==> src/rtl/rv32i_pkg.sv <==
// rv32i_pkg: shared types and helpers for the RV32I core.
//   lsu_state_e     - load/store sequencer states
//   MEM_B/H/W       - mem_funct3[1:0] access-size encodings
//   lsu_be()        - byte enables for a size and byte offset
//   lsu_misaligned()- alignment check for a size and byte offset
//   lsu_wdata()     - store data replicated into all byte lanes
package rv32i_pkg;

   typedef enum logic [1:0] {
      LSU_IDLE,
      LSU_REQ,
      LSU_WAIT
   } lsu_state_e;

   localparam logic [1:0] MEM_B = 2'b00;
   localparam logic [1:0] MEM_H = 2'b01;
   localparam logic [1:0] MEM_W = 2'b10;

   function automatic logic [3:0] lsu_be(input logic [2:0] funct3,
                                         input logic [1:0] addr_lo);
      logic [3:0] be;
      case (funct3[1:0])
         MEM_B:   be = 4'b0001 << addr_lo;
         MEM_H:   be = 4'b0011 << addr_lo;
         MEM_W:   be = 4'b1111;
         default: be = 4'b0000;
      endcase
      return be;
   endfunction

   function automatic logic lsu_misaligned(input logic [2:0] funct3,
                                           input logic [1:0] addr_lo);
      logic bad;
      case (funct3[1:0])
         MEM_B:   bad = 1'b0;
         MEM_H:   bad = addr_lo[0];
         MEM_W:   bad = |addr_lo;
         default: bad = 1'b1;
      endcase
      return bad;
   endfunction

   function automatic logic [31:0] lsu_wdata(input logic [2:0]  funct3,
                                             input logic [31:0] wdata);
      logic [31:0] w;
      case (funct3[1:0])
         MEM_B:   w = {4{wdata[7:0]}};
         MEM_H:   w = {2{wdata[15:0]}};
         default: w = wdata;
      endcase
      return w;
   endfunction

endpackage

==> src/rtl/rv32i_load_align.sv <==
// rv32i_load_align: combinational load-data lane select and extension.
//   rdata   in  32  raw bus read word
//   addr_lo in  2   byte offset of the access
//   funct3  in  3   size (bits 1:0) and unsigned flag (bit 2)
//   wb_data out 32  sign- or zero-extended result (LB/LH/LW/LBU/LHU)
module rv32i_load_align
   import rv32i_pkg::*;
(
   input  logic [31:0] rdata,
   input  logic [1:0]  addr_lo,
   input  logic [2:0]  funct3,
   output logic [31:0] wb_data
);

   logic [7:0]  byte_v;
   logic [15:0] half_v;
   logic        sext;

   always_comb begin
      case (addr_lo)
         2'd0:    byte_v = rdata[7:0];
         2'd1:    byte_v = rdata[15:8];
         2'd2:    byte_v = rdata[23:16];
         default: byte_v = rdata[31:24];
      endcase
      half_v = addr_lo[1] ? rdata[31:16] : rdata[15:0];
      sext   = ~funct3[2];
      case (funct3[1:0])
         MEM_B:   wb_data = {{24{sext & byte_v[7]}}, byte_v};
         MEM_H:   wb_data = {{16{sext & half_v[15]}}, half_v};
         default: wb_data = rdata;
      endcase
   end

endmodule

==> src/rtl/rv32i_lsu_ctrl.sv <==
// rv32i_lsu_ctrl: load/store sequencer between execute and the data bus.
//   req_*      execute-stage op handshake (valid/ready, read, write,
//              funct3, byte address, unshifted store data, rd)
//   flush      squash the current op
//   stall      hold the pipeline while an op is accepted or in flight
//   wb_*       one-cycle load writeback strobe, rd and extended data
//   err_*      misalign / timeout strobes and faulting byte address
//   bus_*      registered word-aligned request (req/we/addr/be/wdata),
//              gnt accepts it, rvalid/rdata complete it
module rv32i_lsu_ctrl
   import rv32i_pkg::*;
#(
   parameter int TIMEOUT_CYCLES = 64,
   parameter int CNT_W          = 7
) (
   input  logic        clk,
   input  logic        rst_n,
   input  logic        req_valid,
   output logic        req_ready,
   input  logic        req_read,
   input  logic        req_write,
   input  logic [2:0]  req_funct3,
   input  logic [31:0] req_addr,
   input  logic [31:0] req_wdata,
   input  logic [4:0]  req_rd,
   input  logic        flush,
   output logic        stall,
   output logic        wb_valid,
   output logic [4:0]  wb_rd,
   output logic [31:0] wb_data,
   output logic        err_misalign,
   output logic        err_timeout,
   output logic [31:0] err_addr,
   output logic        bus_req,
   output logic        bus_we,
   output logic [31:0] bus_addr,
   output logic [3:0]  bus_be,
   output logic [31:0] bus_wdata,
   input  logic        bus_gnt,
   input  logic        bus_rvalid,
   input  logic [31:0] bus_rdata
);

   lsu_state_e        state_q, state_d;
   logic [CNT_W-1:0]  cnt_q, cnt_d;
   logic              bus_req_q, bus_req_d;
   logic              bus_we_q, bus_we_d;
   logic [31:0]       bus_addr_q, bus_addr_d;
   logic [3:0]        bus_be_q, bus_be_d;
   logic [31:0]       bus_wdata_q, bus_wdata_d;
   logic [2:0]        funct3_q, funct3_d;
   logic [1:0]        addr_lo_q, addr_lo_d;
   logic [4:0]        rd_q, rd_d;
   logic              kill_q, kill_d;
   logic              wb_valid_q, wb_valid_d;
   logic [4:0]        wb_rd_q, wb_rd_d;
   logic [31:0]       wb_data_q, wb_data_d;
   logic              err_mis_q, err_mis_d;
   logic              err_to_q, err_to_d;
   logic [31:0]       err_addr_q, err_addr_d;

   logic              accept;
   logic              timeout_hit;
   logic [31:0]       align_data;

   rv32i_load_align u_align (
      .rdata   (bus_rdata),
      .addr_lo (addr_lo_q),
      .funct3  (funct3_q),
      .wb_data (align_data)
   );

   assign req_ready   = (state_q == LSU_IDLE);
   assign accept      = req_valid & req_ready & (req_read | req_write) & ~flush;
   // Last allowed bus cycle: the counter would reach TIMEOUT_CYCLES next.
   assign timeout_hit = (cnt_q == CNT_W'(TIMEOUT_CYCLES - 1));
   assign stall       = (state_q != LSU_IDLE) | accept;

   always_comb begin
      state_d     = state_q;
      cnt_d       = cnt_q;
      bus_req_d   = bus_req_q;
      bus_we_d    = bus_we_q;
      bus_addr_d  = bus_addr_q;
      bus_be_d    = bus_be_q;
      bus_wdata_d = bus_wdata_q;
      funct3_d    = funct3_q;
      addr_lo_d   = addr_lo_q;
      rd_d        = rd_q;
      kill_d      = kill_q;
      wb_valid_d  = 1'b0;
      wb_rd_d     = wb_rd_q;
      wb_data_d   = wb_data_q;
      err_mis_d   = 1'b0;
      err_to_d    = 1'b0;
      err_addr_d  = err_addr_q;

      case (state_q)
         LSU_IDLE: begin
            if (accept) begin
               cnt_d = '0;
               if (lsu_misaligned(req_funct3, req_addr[1:0])) begin
                  err_mis_d  = 1'b1;
                  err_addr_d = req_addr;
               end else begin
                  state_d     = LSU_REQ;
                  bus_req_d   = 1'b1;
                  // Simultaneous read+write is treated as a load.
                  bus_we_d    = req_write & ~req_read;
                  bus_addr_d  = {req_addr[31:2], 2'b00};
                  bus_be_d    = lsu_be(req_funct3, req_addr[1:0]);
                  bus_wdata_d = lsu_wdata(req_funct3, req_wdata);
                  funct3_d    = req_funct3;
                  addr_lo_d   = req_addr[1:0];
                  rd_d        = req_rd;
                  kill_d      = 1'b0;
               end
            end
         end

         LSU_REQ: begin
            cnt_d = cnt_q + 1'b1;
            if (bus_gnt) begin
               // Bus has committed; a flush here only suppresses writeback.
               bus_req_d = 1'b0;
               kill_d    = kill_q | flush;
               if (bus_rvalid) begin
                  state_d = LSU_IDLE;
                  if (~bus_we_q & ~(kill_q | flush)) begin
                     wb_valid_d = 1'b1;
                     wb_rd_d    = rd_q;
                     wb_data_d  = align_data;
                  end
               end else begin
                  state_d = LSU_WAIT;
               end
            end else if (flush) begin
               bus_req_d = 1'b0;
               state_d   = LSU_IDLE;
            end else if (timeout_hit) begin
               bus_req_d  = 1'b0;
               state_d    = LSU_IDLE;
               err_to_d   = 1'b1;
               err_addr_d = {bus_addr_q[31:2], addr_lo_q};
            end
         end

         LSU_WAIT: begin
            cnt_d  = cnt_q + 1'b1;
            kill_d = kill_q | flush;
            if (bus_rvalid) begin
               state_d = LSU_IDLE;
               if (~bus_we_q & ~(kill_q | flush)) begin
                  wb_valid_d = 1'b1;
                  wb_rd_d    = rd_q;
                  wb_data_d  = align_data;
               end
            end else if (timeout_hit) begin
               state_d    = LSU_IDLE;
               err_to_d   = 1'b1;
               err_addr_d = {bus_addr_q[31:2], addr_lo_q};
            end
         end

         default: state_d = LSU_IDLE;
      endcase
   end

   always_ff @(posedge clk or negedge rst_n) begin
      if (!rst_n) begin
         state_q     <= LSU_IDLE;
         cnt_q       <= '0;
         bus_req_q   <= 1'b0;
         bus_we_q    <= 1'b0;
         bus_addr_q  <= '0;
         bus_be_q    <= '0;
         bus_wdata_q <= '0;
         funct3_q    <= '0;
         addr_lo_q   <= '0;
         rd_q        <= '0;
         kill_q      <= 1'b0;
         wb_valid_q  <= 1'b0;
         wb_rd_q     <= '0;
         wb_data_q   <= '0;
         err_mis_q   <= 1'b0;
         err_to_q    <= 1'b0;
         err_addr_q  <= '0;
      end else begin
         state_q     <= state_d;
         cnt_q       <= cnt_d;
         bus_req_q   <= bus_req_d;
         bus_we_q    <= bus_we_d;
         bus_addr_q  <= bus_addr_d;
         bus_be_q    <= bus_be_d;
         bus_wdata_q <= bus_wdata_d;
         funct3_q    <= funct3_d;
         addr_lo_q   <= addr_lo_d;
         rd_q        <= rd_d;
         kill_q      <= kill_d;
         wb_valid_q  <= wb_valid_d;
         wb_rd_q     <= wb_rd_d;
         wb_data_q   <= wb_data_d;
         err_mis_q   <= err_mis_d;
         err_to_q    <= err_to_d;
         err_addr_q  <= err_addr_d;
      end
   end

   assign bus_req      = bus_req_q;
   assign bus_we       = bus_we_q;
   assign bus_addr     = bus_addr_q;
   assign bus_be       = bus_be_q;
   assign bus_wdata    = bus_wdata_q;
   assign wb_valid     = wb_valid_q;
   assign wb_rd        = wb_rd_q;
   assign wb_data      = wb_data_q;
   assign err_misalign = err_mis_q;
   assign err_timeout  = err_to_q;
   assign err_addr     = err_addr_q;

endmodule

==> config.mk <==
export PLATFORM = sky130hd
export DESIGN_NAME = rv32i_lsu_ctrl
export DESIGN_NICKNAME = d
export VERILOG_FILES = /design/src/rtl/rv32i_pkg.sv /design/src/rtl/rv32i_load_align.sv /design/src/rtl/rv32i_lsu_ctrl.sv
export SDC_FILE = /design/constraint.sdc
export NUM_CORES = 1
export LEC_CHECK = 0
export CORE_UTILIZATION = 40
export DETAILED_ROUTE_END_ITERATION = 8
export PLACE_DENSITY = 0.79
export REMOVE_ABC_BUFFERS = 1
export SLEW_MARGIN = 20
export SYNTH_ARGS = -nofsm -noshare
export SYNTH_HDL_FRONTEND = slang
export SYNTH_HIERARCHICAL = 1
export SYNTH_SLANG_ARGS = --single-unit
==> constraint.sdc <==
create_clock -name clk -period 2.6 [get_ports clk]
set_clock_uncertainty 0.1 [all_clocks]
set_input_delay 0.26 -clock clk [delete_from_list [all_inputs] [get_ports clk]]
set_output_delay 0.26 -clock clk [all_outputs]
set_load 0.005 [all_outputs]
==> flow_summary.ini <==
[cts]
clk_pin_slew_ns = 0.07
cts_made_buffers = 17
clockBufferDepth = 2
worstSkewPairLatency_ns = 0.42
htree_num_levels = 4
cts_tree = yes
cts_sinks = 160
cts_root_buf = clkbuf_16

[sta]
setup_viol = 0
period_minus_slack_ns = 2.362
relSlewSlack = 0.3617
max_freq_ghz = 0.4234
grt_setup_unrepaired = false
hold_ws_ns = 0.2858
fin_crit_sh = 0.9083
worstMarginPinSlew_ns = 0.9555
slew_viol_final = 0
hold_viol = 0
worst_slack_ns = 0.2383

[synth]
synthMostInstantiatedCell = dfrtp_1
ys_seq_area_frac = 0.4966
synthCells = 655
yosysUniqueCellTypes = 59
synth_top_area_share = 0.4966
synth_ff_type = dfrtp_1
syn_avg_cell_area_um2 = 12.31
syn_area_mm2 = 0.008063
synth_edf_count = 0
synth_warnings = 6
yosys-top-cells-count = dfrtp_1 (160), mux2_2 (113), nand2_1 (64), mux2i_1 (40), o21ai_0 (35)
synthTopCellsByArea = dfrtp_1 (50%), mux2_2 (16%), mux2_4 (5.6%)
ys_ff_latch = 160
synth.largest_area_cell = dfrtp_1
synthArstFlopShare = 1.000

[min_path]
worst_hold_path_type = in -> async

[detailed_routing]
routed_via_density = 5.114
wire_per_inst_um = 18.15
drc = 0
wl_um = 21370
drtIter0Drc = 216
num_vias = 6019
drtPass1Iterations = 4
ant_nets = 0

[floorplanning]
dieArea_mm2 = 0.02073
die_x_um = 144.0
die_h_um = 144.0
num_rows = 51
start_util = 0.4116
core_mm2 = 0.01959
io_pins = 256

[power_and_ir_drop]
power_frac_seq = 0.324
power.leakage_nw = 4.940
p_switching_w = 0.004488
combPwrFrac = 0.500
clkPwrFrac = 0.176
p_sw_frac = 0.3275
powerDensity_mw_per_mm2 = 1195
ir_drop_mv = 0.6300
p_int_w = 0.009218

[setup_path]
crit_family = buffers and inverters
worstPathMaxFanout = 13
max_stage_delay_ns = 0.45
critPathArrivalTime_ns = 2.00
worstSetupPathDepth = 5
path_class = reg -> out
rr_endpoint = wb_data[6]$_DFFE_PN0P_
cp.buffers_inverters = 3
cpMaxStageDelayCell = clkdlybuf4s50_1
critPathMostFrequentCell = inv_1
endpoint_kind = output pin
cp_cell_sequence = inv_1, ha_4, a21boi_2, inv_1, clkdlybuf4s50_1
crit_start = state_q[0]$_DFFE_PN0P_
start_kind = flop
r2r_slack_ns = 0.35
r2r-start = state_q[1]$_DFFE_PN0P_
reg2reg_depth = 6
critPathRequiredTime_ns = 2.24
crit_end = stall

[layout]
nFillCells = 1669
area_delta_synth_final_pct = 42.29
final_cell_area_mm2 = 0.01147
final_nets = 1016
fin_util = 0.5856
antennaDiodeCount = 0
drive_gt1_frac = 0.2368

[global_route]
grt_pass1_wl_um = 33120
overflow = 0
grt_pass1_vias = 6206
grt_max_degree = 56
grt_usage = 0.2091
antenna_found_initial = 0

[place]
place_area_mm2 = 0.01088
port_buffers = 253
place_congestion = 0.8571
dp_slack_ns = 0.1706
hpwl_um = 15310

[flow_run]
drv_cap = 0

[run_status]
status = finished clean
## worst min path at each step
stage | start | endpoint | slack [ns] | depth (start not counted)
2_1_floorplan | rst_n | addr_lo_q[0]$_DFFE_PN0P_ | -0.14 | 0
3_3_place_gp | rst_n | wb_rd[1]$_DFFE_PN0P_ | 0.17 | 1
3_5_place_dp | rst_n | wb_rd[2]$_DFFE_PN0P_ | 0.17 | 1
4_1_cts | rst_n | wb_rd[2]$_DFFE_PN0P_ | 0.28 | 2
5_1_grt | rst_n | wb_data[8]$_DFFE_PN0P_ | 0.32 | 2
6_report | rst_n | wb_rd[2]$_DFFE_PN0P_ | 0.29 | 2
## power by group through the flow
| stage | Sequential (W) | Clock, W | Combinational [W] |
|---|---|---|---|
| after floorplan | 0.00450 | 0 | 0.00336 |
| after global placement | 0.00444 | 0 | 0.00673 |
| after detailed placement | 0.00446 | 0 | 0.00687 |
| after CTS | 0.00445 | 0.00250 | 0.00687 |
| after global routing | 0.00460 | 0.00259 | 0.00737 |
| final | 0.00444 | 0.00241 | 0.00685 |
## cell usage in the layout, fill, tap and decap left out, types with 3 or more instances in the layout
cell type | synthesis | layout
nor2b_1 | 15 | 15
o22a_1 | 7 | 7
mux2_1 | 8 | 8
mux2_2 | 113 | 113
nand2b_1 | 3 | 3
ha_1 | 5 | 4
nand3_1 | 4 | 4
a21oi_1 | 14 | 14
o21ai_0 | 35 | 35
inv_1 | 6 | 6
clkdlybuf4s50_1 | 0 | 251
a22oi_1 | 9 | 9
nor2_1 | 17 | 17
nand2_1 | 64 | 64
o211ai_2 | 10 | 10
mux2_4 | 30 | 30
inv_6 | 0 | 6
o211ai_1 | 9 | 9
buf_4 | 5 | 11
inv_8 | 0 | 3
buf_12 | 0 | 7
clkbuf_16 | 0 | 17
mux2i_1 | 40 | 40
dfrtp_1 | 160 | 160
o221ai_1 | 8 | 8
nor3_1 | 8 | 8
## stage by stage
stage / setup TNS (ns) / instances / total power (W)
final: 0 / 1177 / 0.01371
after detailed placement: 0 / 1144 / 0.01133
after floorplan: -81.77 / 608 / 0.007859
after global routing: 0 / 1177 / 0.01456
after global placement: 0 / 1144 / 0.01117
after CTS: 0 / 1177 / 0.01382
## sequential cells by signal, indices dropped and copies added, names as in the netlist, 2 cells and up
name	cells
wb_data	32
funct3_q	3
err_addr	32
bus_wdata	32
addr_lo_q	2
rd_q	5
bus_addr	30
state_q	2
cnt_q	7
bus_be	4
wb_rd	5
## repair_timing
item                                    CTS  global route
buffers inserted                          0             0
pin swaps                                 0             0
endpoints found under the setup margin    1             1
hold endpoints to repair                 51             0
hold buffers                              1             0
gates resized for setup                   1             2
## routing by layer
metal	wire length, um	vias to the layer above	GRT usage
li1	-	2859	-
met1	8596	2890	0.2439
met2	10070	241	0.3443
met3	2327	29	0.08940
met4	372	0	0.06943
met5	0	-	0
## layout make-up
class / count / area (um2) / area share
flip-flops and latches: 160 / 4004 / 0.3490
multi-input cells: 441 / 3780 / 0.3295
repair buffers: 272 / 2761 / 0.2407
clock buffers: 18 / 429.2 / 0.03741
well taps: 265 / 331.6 / 0.02890
clock inverters: 14 / 140.1 / 0.01221
inverters: 7 / 26.28 / 0.002290
## cells by family (layout without fill, tap and decap cells)
family	Yosys count	after routing	share of synthesized area
AND/OR/NAND/NOR	128	128	0.07682
adder cells (fa/ha/maj)	5	5	0.007759
flip-flops	160	160	0.4966
multiplexers	191	191	0.2745
AO/OA/AOI/OAI	114	114	0.1043
other	1	2	0.0004651
XOR/XNOR	1	1	0.001086
buffers and inverters	55	311	0.03849
Note: power is estimated with default switching activity, not from simulation.
